## src/rtl/fifo_sram_ctrl.sv

```systemverilog
// fifo_sram_ctrl
//   Sequencer that turns an external two-port SRAM (one write port, one read
//   port, 1-cycle read latency) into a valid/ready FIFO. It owns the pointers
//   and the occupancy count, drives both SRAM ports, and prefetches read data
//   into a 2-entry output buffer so the consumer side can pop one entry per
//   cycle. Total capacity is SIZE (SRAM) + 2 (output buffer).
//
// Ports
//   clk, rstn                 clock, asynchronous active-low reset
//   flush_i                   synchronous flush, empties the FIFO at the next edge
//   push_val_i/push_rdy_o     producer handshake, push_dat_i carries the entry
//   pop_val_o/pop_rdy_i       consumer handshake, pop_dat_o is the buffer head
//   wr_val_o/wr_adr_o/wr_dat_o  SRAM write port
//   rd_val_o/rd_adr_o         SRAM read request
//   rd_dat_i                  SRAM read data, valid the cycle after rd_val_o
//   lvl_o                     total occupancy (only with FIFO_SRAM_CTRL_LEVEL_EN)
//
// Configuration
//   FIFO_SRAM_CTRL_LEVEL_EN   when defined, adds the registered occupancy
//                             output lvl_o; otherwise the port is absent.

module fifo_sram_ctrl #(
    parameter int  SIZE    = 64,
    parameter int  DATA_WD = 32,
    localparam int SIZE_WD = $clog2(SIZE)
) (
    input  logic               clk,
    input  logic               rstn,
    input  logic               flush_i,
    input  logic               push_val_i,
    output logic               push_rdy_o,
    input  logic [DATA_WD-1:0] push_dat_i,
    output logic               pop_val_o,
    input  logic               pop_rdy_i,
    output logic [DATA_WD-1:0] pop_dat_o,
    output logic               wr_val_o,
    output logic [SIZE_WD-1:0] wr_adr_o,
    output logic [DATA_WD-1:0] wr_dat_o,
    output logic               rd_val_o,
    output logic [SIZE_WD-1:0] rd_adr_o,
    input  logic [DATA_WD-1:0] rd_dat_i
`ifdef FIFO_SRAM_CTRL_LEVEL_EN
    ,
    output logic [SIZE_WD+1:0] lvl_o
`endif
);

    localparam logic [SIZE_WD:0] FULL_CNT = (SIZE_WD+1)'(SIZE);

    logic [SIZE_WD-1:0] wr_ptr;
    logic [SIZE_WD-1:0] rd_ptr;
    logic [SIZE_WD:0]   sram_cnt;
    logic               inflight;
    logic [1:0]         buf_cnt;
    logic [DATA_WD-1:0] buf_mem [2];
    logic               buf_head;
    logic               buf_tail;
    logic               push_fire;
    logic               pop_fire;
    logic [2:0]         buf_occ;

    // Handshakes. push_rdy_o looks only at the registered SRAM count, so a
    // read issued this cycle never frees a slot for a push in the same cycle.
    assign push_rdy_o = (sram_cnt != FULL_CNT) & ~flush_i;
    assign pop_val_o  = (buf_cnt != 2'd0);
    assign pop_dat_o  = buf_mem[buf_head];
    assign push_fire  = push_val_i & push_rdy_o;
    assign pop_fire   = pop_val_o & pop_rdy_i;

    // Buffer slots already spoken for after this cycle's pop: the entries held
    // plus the one returning from the SRAM. A new read is only issued when at
    // least one slot will be free when its data lands, so buf_cnt never
    // exceeds 2. pop_fire implies buf_cnt >= 1, so this cannot underflow.
    assign buf_occ = {1'b0, buf_cnt} + {2'b00, inflight} - {2'b00, pop_fire};

    // sram_cnt counts committed writes only, so a read can never target the
    // address being written in the same cycle.
    assign rd_val_o = (sram_cnt != '0) & ~flush_i & (buf_occ <= 3'd1);

    assign wr_val_o = push_fire;
    assign wr_adr_o = wr_ptr;
    assign wr_dat_o = push_dat_i;
    assign rd_adr_o = rd_ptr;

    // Pointer, count and buffer bookkeeping. A flush drops everything,
    // including data of a read still in flight; buffer contents themselves
    // are left alone since buf_cnt=0 already hides them.
    always_ff @(posedge clk or negedge rstn) begin
        if (!rstn) begin
            wr_ptr     <= '0;
            rd_ptr     <= '0;
            sram_cnt   <= '0;
            inflight   <= 1'b0;
            buf_cnt    <= 2'd0;
            buf_head   <= 1'b0;
            buf_tail   <= 1'b0;
            buf_mem[0] <= '0;
            buf_mem[1] <= '0;
        end else if (flush_i) begin
            wr_ptr   <= '0;
            rd_ptr   <= '0;
            sram_cnt <= '0;
            inflight <= 1'b0;
            buf_cnt  <= 2'd0;
            buf_head <= 1'b0;
            buf_tail <= 1'b0;
        end else begin
            if (push_fire) begin
                wr_ptr <= wr_ptr + 1'b1;
            end
            if (rd_val_o) begin
                rd_ptr <= rd_ptr + 1'b1;
            end
            sram_cnt <= sram_cnt + (SIZE_WD+1)'(push_fire) - (SIZE_WD+1)'(rd_val_o);
            inflight <= rd_val_o;
            if (inflight) begin
                buf_mem[buf_tail] <= rd_dat_i;
                buf_tail          <= ~buf_tail;
            end
            if (pop_fire) begin
                buf_head <= ~buf_head;
            end
            buf_cnt <= buf_cnt + 2'(inflight) - 2'(pop_fire);
        end
    end

`ifdef FIFO_SRAM_CTRL_LEVEL_EN
    logic [SIZE_WD+1:0] lvl_q;

    // sram_cnt + inflight + buf_cnt only changes by push_fire - pop_fire, so
    // tracking that delta keeps lvl_o registered without a wide adder.
    always_ff @(posedge clk or negedge rstn) begin
        if (!rstn) begin
            lvl_q <= '0;
        end else if (flush_i) begin
            lvl_q <= '0;
        end else begin
            lvl_q <= lvl_q + (SIZE_WD+2)'(push_fire) - (SIZE_WD+2)'(pop_fire);
        end
    end

    assign lvl_o = lvl_q;
`endif

endmodule

```

## config.mk

```make
export PLATFORM = sky130hd
export DESIGN_NAME = fifo_sram_ctrl
export DESIGN_NICKNAME = d
export VERILOG_FILES = /design/src/rtl/fifo_sram_ctrl.sv
export SDC_FILE = /design/constraint.sdc
export NUM_CORES = 1
export LEC_CHECK = 0
export ABC_AREA = 1
export CAP_MARGIN = 20
export CORE_UTILIZATION = 46
export DETAILED_ROUTE_END_ITERATION = 8
export GPL_ROUTABILITY_DRIVEN = 1
export PLACE_DENSITY = 0.77
export SYNTH_ARGS = -nofsm -noshare
export SYNTH_HDL_FRONTEND = slang
export SYNTH_SLANG_ARGS = --single-unit
```

## constraint.sdc

```tcl
create_clock -name clk -period 10.08 [get_ports clk]
set_input_delay 2.52 -clock clk [delete_from_list [all_inputs] [get_ports clk]]
set_output_delay 2.52 -clock clk [all_outputs]
set_load 0.03 [all_outputs]
```

==> qor.yml <==
rows: 36
globalRouteOverflowTotal: 0
synth.mux.area_fraction: 0
synth.cell_area_sq_um: 4720
synth_top_area_frac: 0.466
ys_warn_count: 0
grt_pass1_wl_mm: 15.7
hp-class: "flip-flop to flip-flop"
totalWireLength_mm: 9.79
whs_ps: 486
start_kind: "input port"
clock_path_buffers: 2
crit_fanout: 9
yosysMostFrequentCell: "nand2_1"
core_region_area_sq_um: 9860
synthXorXnorAreaFrac: 0.00556
syn_inst: 577
gp_congestion: 0.870
period_share: 0.775
period_needed_ps: 7820
nets: 705
dp_slack_ps: 2260
synth_top_family_by_area: "simple AND/OR/NAND/NOR gates"
ys.flop_type: "dfrtp_1"
tns_ps: 0
drt_iter0_markers: 122
synthAdderAreaFrac: 0.0429
yosys-top-cells-area: "dfrtp_1 (47%), nand2_1 (17%), inv_1 (5.7%)"
postCtsSetupBuffers: 0
drv_cap: 0
syn-num-nets: 661
root_buffer: "clkbuf_8"
antenna_found_initial: 0
firstDrtPassIters: 4
die_width_um: 103
clock_sinks: 88
fp.dieH_um: 103
port_buffers: 84
yosysSeqAreaShare: 0.466
ir_drop_mv: 0.139
cp_data_arrival_time_ps: 5300
setup_ws_ps: 2260
grt_use_total: 0.192
endpoint_kind: "primary output"
drive_gt1_frac: 0.0879
ys_ff_latch: 88
fmax_mhz: 128
io_pins: 149
cts_hold_buf: 0
syn-mean-instance-area_sq_um: 8.18
vias_per_cell: 4.84
synth_commonest_cells: "nand2_1 (215), dfrtp_1 (88), inv_1 (72)"
start_util: 0.479
grt_max_degree: 89
hpwl_mm: 6.42
synth_top_area_cell: "dfrtp_1"
yosys.area_share.simple: 0.241
cts_tree: "done"
rsz0062_at_grt: "false"
power_density_nw_per_um2: 302
timing_worst_setup_path_type: "input port to primary output"
num-fill-cells: 878
status: "finished, final reports clean"
ys_types: 29
clock_latency_ps: 350
vias: 3676
first_global_vias: 3507
die_area_sq_um: 10700
synth_compound_area_frac: 0.101
slew_violations: 0
synth_edf_count: 0
area_delta_synth_final_pct: 18.0
ys_async_sr_fraction: 1.00
post_cts_resized: 0
wl_per_cell_um: 12.9
clk_pin_slew_ps: 80
cts_buffers: 9
tightest_slew_ps: 888
fin_skew_ps: 11.0
finalSetupViolations: 0
diodes: 0
hold_viol: 0
drc: 0
ant_nets: 0
cellLeakagePower_uw: 0.00289
required_ps: 7560
cts_htree_levels: 3
max_slew_margin: 0.408
[critical path, cell delays in order]
cell,delay [ps]
clkdlybuf4s50_1,460
o21a_1,160
ha_1,230
inv_1,70
ha_1,150
inv_1,50
fa_1,490
inv_1,70
nor2_4,90
nand3_4,110
nor2_8,190
clkdlybuf4s50_1,700
[registers in the layout (all words and copies together) (netlist names)]
| signal | flops |
|---|---|
| inflight | 1 |
| sram_cnt | 7 |
| buf_cnt | 2 |
| buf_mem | 64 |
| wr_adr_o | 6 |
| rd_adr_o | 6 |
| buf_head | 1 |
| buf_tail | 1 |
[placed cells by master (no fill, tap or decap), drive strengths merged]
cell type / Yosys / final
a31oi: 2 / 2
nand3b: 1 / 1
clkinv: 0 / 2
nand3: 19 / 19
dfrtp: 88 / 88
buf: 50 / 4
o21ai: 69 / 69
nand4: 9 / 9
inv: 74 / 75
xor2: 3 / 3
clkdlybuf4s50: 0 / 83
nand2: 215 / 215
clkbuf: 4 / 10
bufinv: 0 / 1
fa: 2 / 2
clkinvlp: 0 / 2
ha: 13 / 13
a21oi: 5 / 5
o21a: 1 / 1
or2: 2 / 2
nor2: 20 / 20
[worst paths after layout]
path                             start           to  slack [ps]  cells after the start
min reg2reg                buf_mem[34]  buf_mem[34]         490                      2
max reg2reg                 buf_cnt[1]  sram_cnt[6]        6450                     21
max in group asynchronous         rstn   buf_mem[5]        7340                      2
max                          pop_rdy_i     rd_val_o        2260                     12
min                        buf_mem[34]  buf_mem[34]         490                      2
min in group asynchronous         rstn  buf_mem[25]        2120                      1
[metal layers]
| metal | vias up | routed length (um) | GRT usage |
|---|---|---|---|
| li1 | 1841 | - | - |
| met4 | 0 | 304 | 0.128 |
| met5 | - | 0 | 0 |
| met3 | 24 | 445 | 0.0302 |
| met2 | 73 | 4780 | 0.328 |
| met1 | 1738 | 4250 | 0.225 |
[power breakdown]
part / internal [uW] / total, uW / switching (uW)
clock network: 116 / 243 / 127
logic: 342 / 864 / 522
registers: 495 / 577 / 81.2
[layout make-up]
cell class                      instances  area (sq um)  share of cell area
Timing Repair Buffer                   87           881               0.158
Multi-Input combinational cell        361          1840               0.331
Sequential cell                        88          2200               0.395
Clock inverter                          6          67.6              0.0121
Tap cell                              133           166              0.0299
Clock buffer                           10           128              0.0229
Inverter                               74           285              0.0512
[stage by stage]
| step | utilization | instances | area, sq um | total power, uW |
|---|---|---|---|---|
| after CTS | 0.562 | 758 | 5550 | 1700 |
| after detailed placement | 0.542 | 742 | 5350 | 1450 |
| after global routing | 0.565 | 759 | 5570 | 1820 |
| after global placement | 0.542 | 742 | 5350 | 1420 |
| final | 0.565 | 759 | 5570 | 1680 |
| after floorplan | - | 577 | 4720 | 1200 |
[logic make-up (layout without fill, tap and decap cells)]
kind of cell               count (synthesis)  after routing
DFF                                       88             88
xor gates and xnor gates                   3              3
AOI/OAI and AO/OA                         77             77
adders and majority gates                 15             15
buffers and inverters                    128            177
and+or+nand+nor                          266            266
Power figures use the tool's default switching activity.
